## config.mk

```make
export PLATFORM = sky130hd
export DESIGN_NAME = fc_ctrl
export DESIGN_NICKNAME = d
export VERILOG_FILES = /design/src/rtl/fc_ctrl_pkg.sv /design/src/rtl/fc_ctrl_cnt.sv /design/src/rtl/fc_ctrl.sv
export SDC_FILE = /design/constraint.sdc
export NUM_CORES = 1
export LEC_CHECK = 0
export ABC_AREA = 1
export CAP_MARGIN = 40
export CORE_UTILIZATION = 35
export DETAILED_ROUTE_END_ITERATION = 8
export SYNTH_ARGS = -nofsm -noshare
export SYNTH_HDL_FRONTEND = slang
export SYNTH_SLANG_ARGS = --single-unit
```

## constraint.sdc

```tcl
create_clock -name clk -period 1 [get_ports clk]
set_input_delay 0.15 -clock clk [delete_from_list [all_inputs] [get_ports clk]]
set_output_delay 0.15 -clock clk [all_outputs]
set_load 0.05 [all_outputs]
```

## src/rtl/fc_ctrl_pkg.sv

```systemverilog
// fc_ctrl_pkg: shared types and constants for the FC datapath sequencer.
//   - fc_state_e : sequencer states (idle, bitstream run, result hold)
//   - len_of()   : bitstream period LEN = 2^INWD cycles for a given operand width
//   - fold_idx_t : fold index type for the default fold configuration
package fc_ctrl_pkg;

    typedef enum logic [1:0] {
        StIdle = 2'd0,
        StRun  = 2'd1,
        StHold = 2'd2
    } fc_state_e;

    localparam int unsigned DefInwd    = 8;
    localparam int unsigned DefLogFold = 2;
    localparam int unsigned DefLen     = 1 << DefInwd;

    typedef logic [DefLogFold-1:0] fold_idx_t;

    function automatic int unsigned len_of(input int unsigned inwd);
        return 32'd1 << inwd;
    endfunction

endpackage

```

## src/rtl/fc_ctrl_cnt.sv

```systemverilog
// fc_ctrl_cnt: wrapping up-counter with synchronous clear and terminal-count flag.
// Ports:
//   clk, rst_n : clock, asynchronous active-low reset
//   clr_i      : synchronous clear (wins over inc_i)
//   inc_i      : advance by one, wrapping from Max back to zero
//   cnt_o      : current count
//   tc_o       : count equals Max
module fc_ctrl_cnt #(
    parameter int unsigned      Width = 4,
    parameter logic [Width-1:0] Max   = '1
) (
    input  logic             clk,
    input  logic             rst_n,
    input  logic             clr_i,
    input  logic             inc_i,
    output logic [Width-1:0] cnt_o,
    output logic             tc_o
);

    logic [Width-1:0] cnt_q, cnt_d;

    always_comb begin
        cnt_d = cnt_q;
        if (clr_i) begin
            cnt_d = '0;
        end else if (inc_i) begin
            cnt_d = (cnt_q == Max) ? '0 : cnt_q + Width'(1);
        end
    end

    always_ff @(posedge clk or negedge rst_n) begin
        if (!rst_n) begin
            cnt_q <= '0;
        end else begin
            cnt_q <= cnt_d;
        end
    end

    assign cnt_o = cnt_q;
    assign tc_o  = (cnt_q == Max);

endmodule

```

## src/rtl/fc_ctrl.sv

```systemverilog
// fc_ctrl: sequencer for the fully-connected unary datapath. Each fold pass runs the
// datapath for one full bitstream period (2^INWD cycles), then holds the result on a
// valid/ready handshake until downstream accepts it.
// Optional feature macro: FC_CTRL_FOLD_EN (FOLD passes per start, exposes mux_select_o
// and out_fold_idx_o). Without it a start runs a single pass.
// Ports:
//   clk, rst_n      : clock, asynchronous active-low reset
//   start_i         : begin a layer evaluation (only honoured while idle)
//   abort_i         : synchronous cancel back to idle, no done pulse
//   busy_o          : not idle
//   done_o          : one-cycle pulse after the final pass result is accepted
//   enable_o        : datapath enable, high while the bitstream runs
//   toggle_o        : marks the last bitstream cycle of a pass
//   mux_select_o    : fold index of the current pass (FC_CTRL_FOLD_EN only)
//   out_valid_o     : pass result is stable on the datapath outputs
//   out_fold_idx_o  : fold index tagged to the presented result (FC_CTRL_FOLD_EN only)
//   out_ready_i     : downstream accepts the result
module fc_ctrl
    import fc_ctrl_pkg::*;
#(
    parameter int unsigned INWD     = 8,
    parameter int unsigned FOLD     = 4,
    parameter int unsigned LOG_FOLD = 2
) (
    input  logic                clk,
    input  logic                rst_n,
    input  logic                start_i,
    input  logic                abort_i,
    output logic                busy_o,
    output logic                done_o,
    output logic                enable_o,
    output logic                toggle_o,
    output logic                out_valid_o,
`ifdef FC_CTRL_FOLD_EN
    output logic [LOG_FOLD-1:0] mux_select_o,
    output logic [LOG_FOLD-1:0] out_fold_idx_o,
`endif
    input  logic                out_ready_i
);

    localparam logic [INWD-1:0] CycMax = INWD'(len_of(INWD) - 1);

    if (FOLD < 2 || (32'd1 << LOG_FOLD) != FOLD) begin : g_bad_cfg
        $error("fc_ctrl: FOLD must be a power of two >= 2 equal to 2**LOG_FOLD");
    end

    fc_state_e state_q, state_d;
    logic      done_q, done_d;
    logic      cyc_tc;
    logic      last_pass;
    logic      accept;

    assign accept = (state_q == StHold) && out_ready_i;

    // Bitstream cycle counter: free-runs through RUN and naturally wraps to zero on the
    // toggle cycle, so each pass starts from zero without an explicit clear.
    fc_ctrl_cnt #(
        .Width (INWD),
        .Max   (CycMax)
    ) u_cyc_cnt (
        .clk   (clk),
        .rst_n (rst_n),
        .clr_i (abort_i || (state_q == StIdle)),
        .inc_i (state_q == StRun),
        .cnt_o (),
        .tc_o  (cyc_tc)
    );

`ifdef FC_CTRL_FOLD_EN
    logic [LOG_FOLD-1:0] fold_cnt;
    logic                fold_tc;

    // Cleared on the final accept too, so the fold index reads zero while idle.
    fc_ctrl_cnt #(
        .Width (LOG_FOLD),
        .Max   (LOG_FOLD'(FOLD - 1))
    ) u_fold_cnt (
        .clk   (clk),
        .rst_n (rst_n),
        .clr_i (abort_i || (state_q == StIdle) || (accept && fold_tc)),
        .inc_i (accept && !fold_tc),
        .cnt_o (fold_cnt),
        .tc_o  (fold_tc)
    );

    assign last_pass      = fold_tc;
    assign mux_select_o   = fold_cnt;
    assign out_fold_idx_o = fold_cnt;
`else
    assign last_pass = 1'b1;
`endif

    always_comb begin
        state_d = state_q;
        done_d  = 1'b0;
        unique case (state_q)
            StIdle: begin
                if (start_i) begin
                    state_d = StRun;
                end
            end
            StRun: begin
                if (cyc_tc) begin
                    state_d = StHold;
                end
            end
            StHold: begin
                if (out_ready_i) begin
                    state_d = last_pass ? StIdle : StRun;
                    done_d  = last_pass;
                end
            end
            default: state_d = StIdle;
        endcase
        // Abort overrides every transition, including a simultaneous start.
        if (abort_i) begin
            state_d = StIdle;
            done_d  = 1'b0;
        end
    end

    always_ff @(posedge clk or negedge rst_n) begin
        if (!rst_n) begin
            state_q <= StIdle;
            done_q  <= 1'b0;
        end else begin
            state_q <= state_d;
            done_q  <= done_d;
        end
    end

    // Outputs decode registered state only; no input reaches an output combinationally.
    assign busy_o      = (state_q != StIdle);
    assign done_o      = done_q;
    assign enable_o    = (state_q == StRun);
    assign toggle_o    = (state_q == StRun) && cyc_tc;
    assign out_valid_o = (state_q == StHold);

endmodule

```

==> results of run 1 <==
[worst register-to-register path: stages, from the launching register on]
cell and delay [ns]:
dfrtp_1 0.36, ha_2 0.19, nand2_2 0.06, nor2_4 0.14
buf_4 0.14, buf_6 0.08, buf_6 0.10, nand3_2 0.06
nand2_2 0.07, nand2_1 0.05, nand2_1 0.06, inv_1 0.04
[worst min path at each step]
stage                from                  to  slack [ns]  depth (start not counted)
finish              rst_n  u_cyc_cnt.cnt_o[2]        0.17                          2
global route        rst_n  u_cyc_cnt.cnt_o[5]        0.17                          2
CTS                 rst_n  u_cyc_cnt.cnt_o[2]        0.17                          2
detailed placement  rst_n  u_cyc_cnt.cnt_o[2]        0.47                          2
global placement    rst_n  u_cyc_cnt.cnt_o[1]        0.47                          2
floorplan           rst_n              done_o       -0.15                          0
[power by group through the flow]
stage | Combinational (mW) | Sequential (mW) | Clock (mW)
3_3_place_gp | 0.248 | 0.483 | 0
4_1_cts | 0.272 | 0.480 | 0.327
3_5_place_dp | 0.248 | 0.484 | 0
5_1_grt | 0.336 | 0.486 | 0.352
2_1_floorplan | 0.143 | 0.483 | 0
6_report | 0.315 | 0.484 | 0.317
[logic make-up (layout without fill, tap and decap cells)]
group | Yosys count | count (layout) | synth area share (%)
AOI/OAI and AO/OA | 7 | 7 | 7.045
buffers and inverters | 14 | 52 | 8.219
DFF | 11 | 11 | 43.05
xor gates and xnor gates | 2 | 2 | 2.740
adders and majority gates | 1 | 1 | 1.957
and+or+nand+nor | 47 | 47 | 36.99
[area by class of cell]
| class | instances | area, um^2 |
|---|---|---|
| Inverter | 14 | 56.30 |
| Fill cell | 156 | 621.8 |
| Clock buffer | 4 | 26.28 |
| Tap cell | 25 | 31.28 |
| Multi-Input combinational cell | 57 | 372.9 |
| Timing Repair Buffer | 34 | 341.6 |
| Sequential cell | 11 | 276.5 |
[cells in the mapped netlist]
cell type and count:
o21bai_1 1, inv_1 9, and2_1 1, nor2_4 2, nand2_1 22, a22o_1 2, nor4_1 1, inv_2 5
nor2_2 1, xor2_1 2, dfrtp_1 11, ha_1 1, nand3_2 2, nand2_2 3, nand3_1 4, o21ai_1 3
a21oi_1 1, nand4_1 2, nand2_4 1, nor2_1 8
[through the flow]
stage | setup WS (ns) | setup TNS [ns] | util (%) | hold slack (ns) | power [mW]
after floorplan | -0.2472 | -1.194 | - | -0.1456 | 0.6260
after global placement | -0.2350 | -2.506 | 53.41 | 0.4663 | 0.7309
after detailed placement | -0.2470 | -2.735 | 53.41 | 0.4692 | 0.7325
after CTS | -0.5278 | -3.931 | 60.65 | 0.1747 | 1.079
after global routing | -0.5763 | -5.541 | 63.99 | 0.1748 | 1.173
final | -0.5226 | -4.812 | 63.99 | 0.1717 | 1.116
[per-layer routing]
metal  GRT usage (%)  wire length (um)  part of all wire, %
met1           24.24               798                   44
met2           27.94               957                   53
met3           3.600                48                  2.6
met4           9.091                12                 0.66
met5               0                 0                    0
[sequential cells by signal, summed over array words and instances, names as in the netlist]
| name | cells |
|---|---|
| u_cyc_cnt.cnt_o | 8 |
| done_o | 1 |
| state_q | 2 |
[what timing repair did]
| action | 4_1_cts | 5_1_grt |
|---|---|---|
| gates resized for setup | 7 | 11 |
| pin swaps | 7 | 8 |
| buffers inserted | 10 | 3 |
| setup endpoints to repair | 14 | 16 |
==> flow_metrics.tcl, run 1 <==
set metrics [dict create \
    dr.pass1.iters 4 \
    crit_path_top_delay_cell "dfrtp_1" \
    worst-path-stages 6 \
    synth_top_area_share_pct 43.05 \
    grt_pass1_vias 557 \
    final_cell_mix "20 x nand2_1, 19 x buf_4, 10 x dfrtp_1" \
    crit_type "reg2out" \
    hold_viol 0 \
    max-vdd-ir-drop_v 0.0006755 \
    wl_per_cell_um 12.52 \
    clk_latency_ns 0.27 \
    clk_pin_slew_ns 0.08 \
    setup_viol 14 \
    startpoint_type "flip-flop" \
    syn_avg_cell_area_um2 7.797 \
    instances_no_fill 145 \
    powerDensity_nw_per_um2 1011 \
    grt_max_degree 12 \
    syn_area_um2 639.4 \
    power_frac_comb_pct 28.2 \
    coreArea_um2 1727 \
    fin_skew_ns 0.002037 \
    ys_warn_count 0 \
    cp.required_ns 0.85 \
    rr_startpoint "u_cyc_cnt.cnt_o[1]" \
    period_needed_ns 1.523 \
    postRouteAntennaNets 0 \
    drtIter0Drc 26 \
    yosys.area.top_type "dfrtp_1" \
    r2r_slack_ns -0.44 \
    syn-num-nets 88 \
    cts_tree "done" \
    critPathMaxStageDelay_ns 0.36 \
    initial_utilization_pct 37.03 \
    synthCells 82 \
    reg2reg_depth 11 \
    switchingPower_mw 0.3577 \
    critPathMaxFanout 2 \
    syn2layout_area_growth_pct 72.80 \
    row_count 15 \
    hp-class "in2async" \
    dieArea_um2 2002 \
    violations "setup timing" \
    cp_top_family "simple AND/OR/NAND/NOR gates" \
    setup.worst_path.start "u_cyc_cnt.cnt_o[1]" \
    grt_antenna_before_repair 0 \
    p_int_mw 0.7588 \
    cts.sinks 11 \
    netlist-cell-type-count 20 \
    final_area_um2 1105 \
    worst-path-buf-inv 1 \
    fin_crit_sh_pct 152.3 \
    max-clock-path-buffers 2 \
    cts_buffers 3 \
    grt_first_pass_wirelength_um 2497 \
    rsz0062_at_grt "yes" \
    crit_top_cell "nor2_4" \
    slew_headroom_pct 84.64 \
    tightest_slew_ns 0.2298 \
    cts_hold_buffers 0 \
    switching_share_pct 32.04 \
    placedCellCount 129 \
    top_level_ports 10 \
    post-dp-hpwl_um 1063 \
    crit_chain "ha_2 -> nand2_2 -> nor2_4 -> nand2_4 -> nor2_4 -> buf_12" \
    layout_setup_ws_ns -0.5226 \
    status "finished, violations left" \
    ys_ff_latch 11 \
    fmax_ghz 0.6568 \
    reg2reg_to "u_cyc_cnt.cnt_o[6]" \
    via_per_inst 4.524 \
    arrival_ns 1.37 \
    diodes 0 \
    final_common_cell "nand2_1" \
    drive_gt1_share_pct 48.33 \
    leakagePower_nw 0.5625 \
    seq_area_frac_synth_pct 43.05 \
    fin_nets 127 \
    io_buffer_count 9 \
    die_y_um 44.74 \
    p_seq_share_pct 43.4 \
    htreeDepth 1 \
    fp.dieW_um 44.74 \
    crit_end "toggle_o" \
    wl_um 1816 \
    vias 656 \
    synth_top_cells_by_area "dfrtp_1 43%, nand2_1 13%, inv_1 5.3%, nor2_1 4.7%, nor2_4 3.5%" \
    gp_congestion 0.7720 \
    dpl-instance-area_um2 922.1 \
    critPathCaptureType "primary output" \
    drv_slew 0 \
    overflow 0 \
    track_usage_pct 18.13 \
    drc_errors 0 \
    cts-root-buf "clkbuf_4" \
    p_clk_share_pct 28.4 \
    drv_cap 0 \
]
No activity file was read; power rests on OpenSTA's default activity.
==> run 2, diff against run 1 <==
--- a/config.mk
+++ b/config.mk
@@ -9,6 +9,7 @@
 export CAP_MARGIN = 40
 export CORE_UTILIZATION = 35
 export DETAILED_ROUTE_END_ITERATION = 8
+export SETUP_SLACK_MARGIN = 0.05
 export SYNTH_ARGS = -nofsm -noshare
 export SYNTH_HDL_FRONTEND = slang
 export SYNTH_SLANG_ARGS = --single-unit
==> flow_metrics.tcl, run 2 (synthesis gave the netlist of run 1 again) <==
set metrics [dict create \
    status "finished, violations left" \
    violations "setup timing" \
    drtIter0Drc 10 \
    powerDensity_nw_per_um2 1034 \
    grt_pass1_vias 627 \
    drv_slew 0 \
    fin_skew_ns 0.0004993 \
    power_frac_comb_pct 31.2 \
    slew_headroom_pct 86.55 \
    drc_errors 0 \
    hp-class "in2async" \
    startpoint_type "flip-flop" \
    grt_first_pass_wirelength_um 2615 \
    crit_chain "ha_4 -> nand2_2 -> nor2_4 -> nand2_4 -> nor2_4 -> buf_12" \
    hold_ws_ns 0.1698 \
    wl_per_cell_um 11.20 \
    grt_max_degree 12 \
    tns_ns -3.288 \
    highest_layer "met4" \
    rsz0062_at_grt "yes" \
    fmax_ghz 0.6746 \
    layout_setup_ws_ns -0.4823 \
    p_clk_share_pct 27.9 \
    row_count 15 \
    track_usage_pct 18.97 \
    critPathCaptureType "primary output" \
    leakagePower_nw 0.5679 \
    met1_length_um 694 \
    vias 642 \
    via_per_inst 4.458 \
    crit_path_top_delay_cell "dfrtp_1" \
    cp_top_family "flip-flops" \
    gp_congestion 0.8271 \
    setup_viol 14 \
    switchingPower_mw 0.3746 \
    hold_viol 0 \
    cts_tree "done" \
    io_buffer_count 9 \
    grt_antenna_before_repair 0 \
    p_int_mw 0.7864 \
    r2r_slack_ns -0.34 \
    dr_wl_met2_um 850 \
    coreArea_um2 1727 \
    max-vdd-ir-drop_v 0.0005900 \
    total_power_mw 1.161 \
    die_y_um 44.74 \
    crit_type "reg2out" \
    cts.sinks 11 \
    fp.dieW_um 44.74 \
    dieArea_um2 2002 \
    clk_latency_ns 0.28 \
    routed-wl-met3_um 41 \
    cts_hold_buffers 0 \
    period_needed_ns 1.482 \
    cts-root-buf "clkbuf_4" \
    largest_register_ffs 8 \
    clk_pin_slew_ns 0.07 \
    fin_util_pct 65.00 \
    p_seq_share_pct 40.8 \
    fill_cells 149 \
    crit_top_cell "nor2_4" \
    switching_share_pct 32.27 \
    cts_buffers 3 \
    critPathMaxStageDelay_ns 0.39 \
    cp.required_ns 0.85 \
    drv_cap 0 \
    wl_um 1613 \
    final_cell_mix "21 x nand2_1, 18 x buf_4, 11 x dfrtp_1" \
    worst-path-buf-inv 1 \
    syn2layout_area_growth_pct 75.54 \
    top_level_ports 10 \
    initial_utilization_pct 37.03 \
    arrival_ns 1.33 \
    final_common_cell "nand2_1" \
    postRouteAntennaNets 0 \
    diodes 0 \
    critPathMaxFanout 3 \
    tightest_slew_ns 0.2010 \
    htreeDepth 1 \
    post-dp-hpwl_um 1082 \
    max-clock-path-buffers 2 \
    drive_gt1_share_pct 49.58 \
    dr.pass1.iters 4 \
    fin_nets 126 \
    fin_crit_sh_pct 148.2 \
    overflow 0 \
]
## run 2: cell type report
type / instances / area (um^2) / share of cell area (%)
repair buffers: 33 / 334.1 / 29.77
well taps: 25 / 31.28 / 2.787
flip-flops and latches: 11 / 275.3 / 24.53
clock buffers: 4 / 26.28 / 2.341
inverters: 14 / 58.81 / 5.240
multi-input cells: 57 / 396.6 / 35.34
## run 2: what timing repair did
action | CTS | global route
resized for setup | 11 | 8
pin swaps | 9 | 4
setup buffers | 5 | 1
endpoints found under the hold margin | 0 | 0
endpoints found under the setup margin | 15 | 16
## run 2: per-layer routing
layer / GRT usage, % / vias to the layer above
li1: - / 334
met1: 22.22 / 297
met2: 31.47 / 9
met3: 4.800 / 2
met4: 10.91 / 0
met5: 0 / -
## run 2: power by group through the flow
| stage | logic (mW) | clock network (mW) | registers, mW |
|---|---|---|---|
| floorplan | 0.146 | 0 | 0.486 |
| global placement | 0.289 | 0 | 0.479 |
| detailed placement | 0.289 | 0 | 0.479 |
| CTS | 0.339 | 0.332 | 0.473 |
| global route | 0.388 | 0.341 | 0.476 |
| finish | 0.363 | 0.324 | 0.474 |
## run 2: worst paths after layout
path | from | to | depth (start not counted)
setup reg to reg | u_cyc_cnt.cnt_o[0] | u_cyc_cnt.cnt_o[2] | 6
setup / recovery | u_cyc_cnt.cnt_o[0] | toggle_o | 6
max in group asynchronous | rst_n | u_cyc_cnt.cnt_o[7] | 2
hold reg to reg | u_cyc_cnt.cnt_o[6] | u_cyc_cnt.cnt_o[6] | 4
min in group clk | out_ready_i | done_o | 3
hold / removal | rst_n | u_cyc_cnt.cnt_o[2] | 2
## run 2: through the flow
step           setup WS (ns)  area [um^2]  std cells
6_report             -0.4823         1122        144
5_1_grt              -0.5517         1122        144
4_1_cts              -0.4973         1076        143
3_5_place_dp         -0.2613        969.7        134
3_3_place_gp         -0.2354        969.7        134
2_1_floorplan        -0.2393        675.6         82
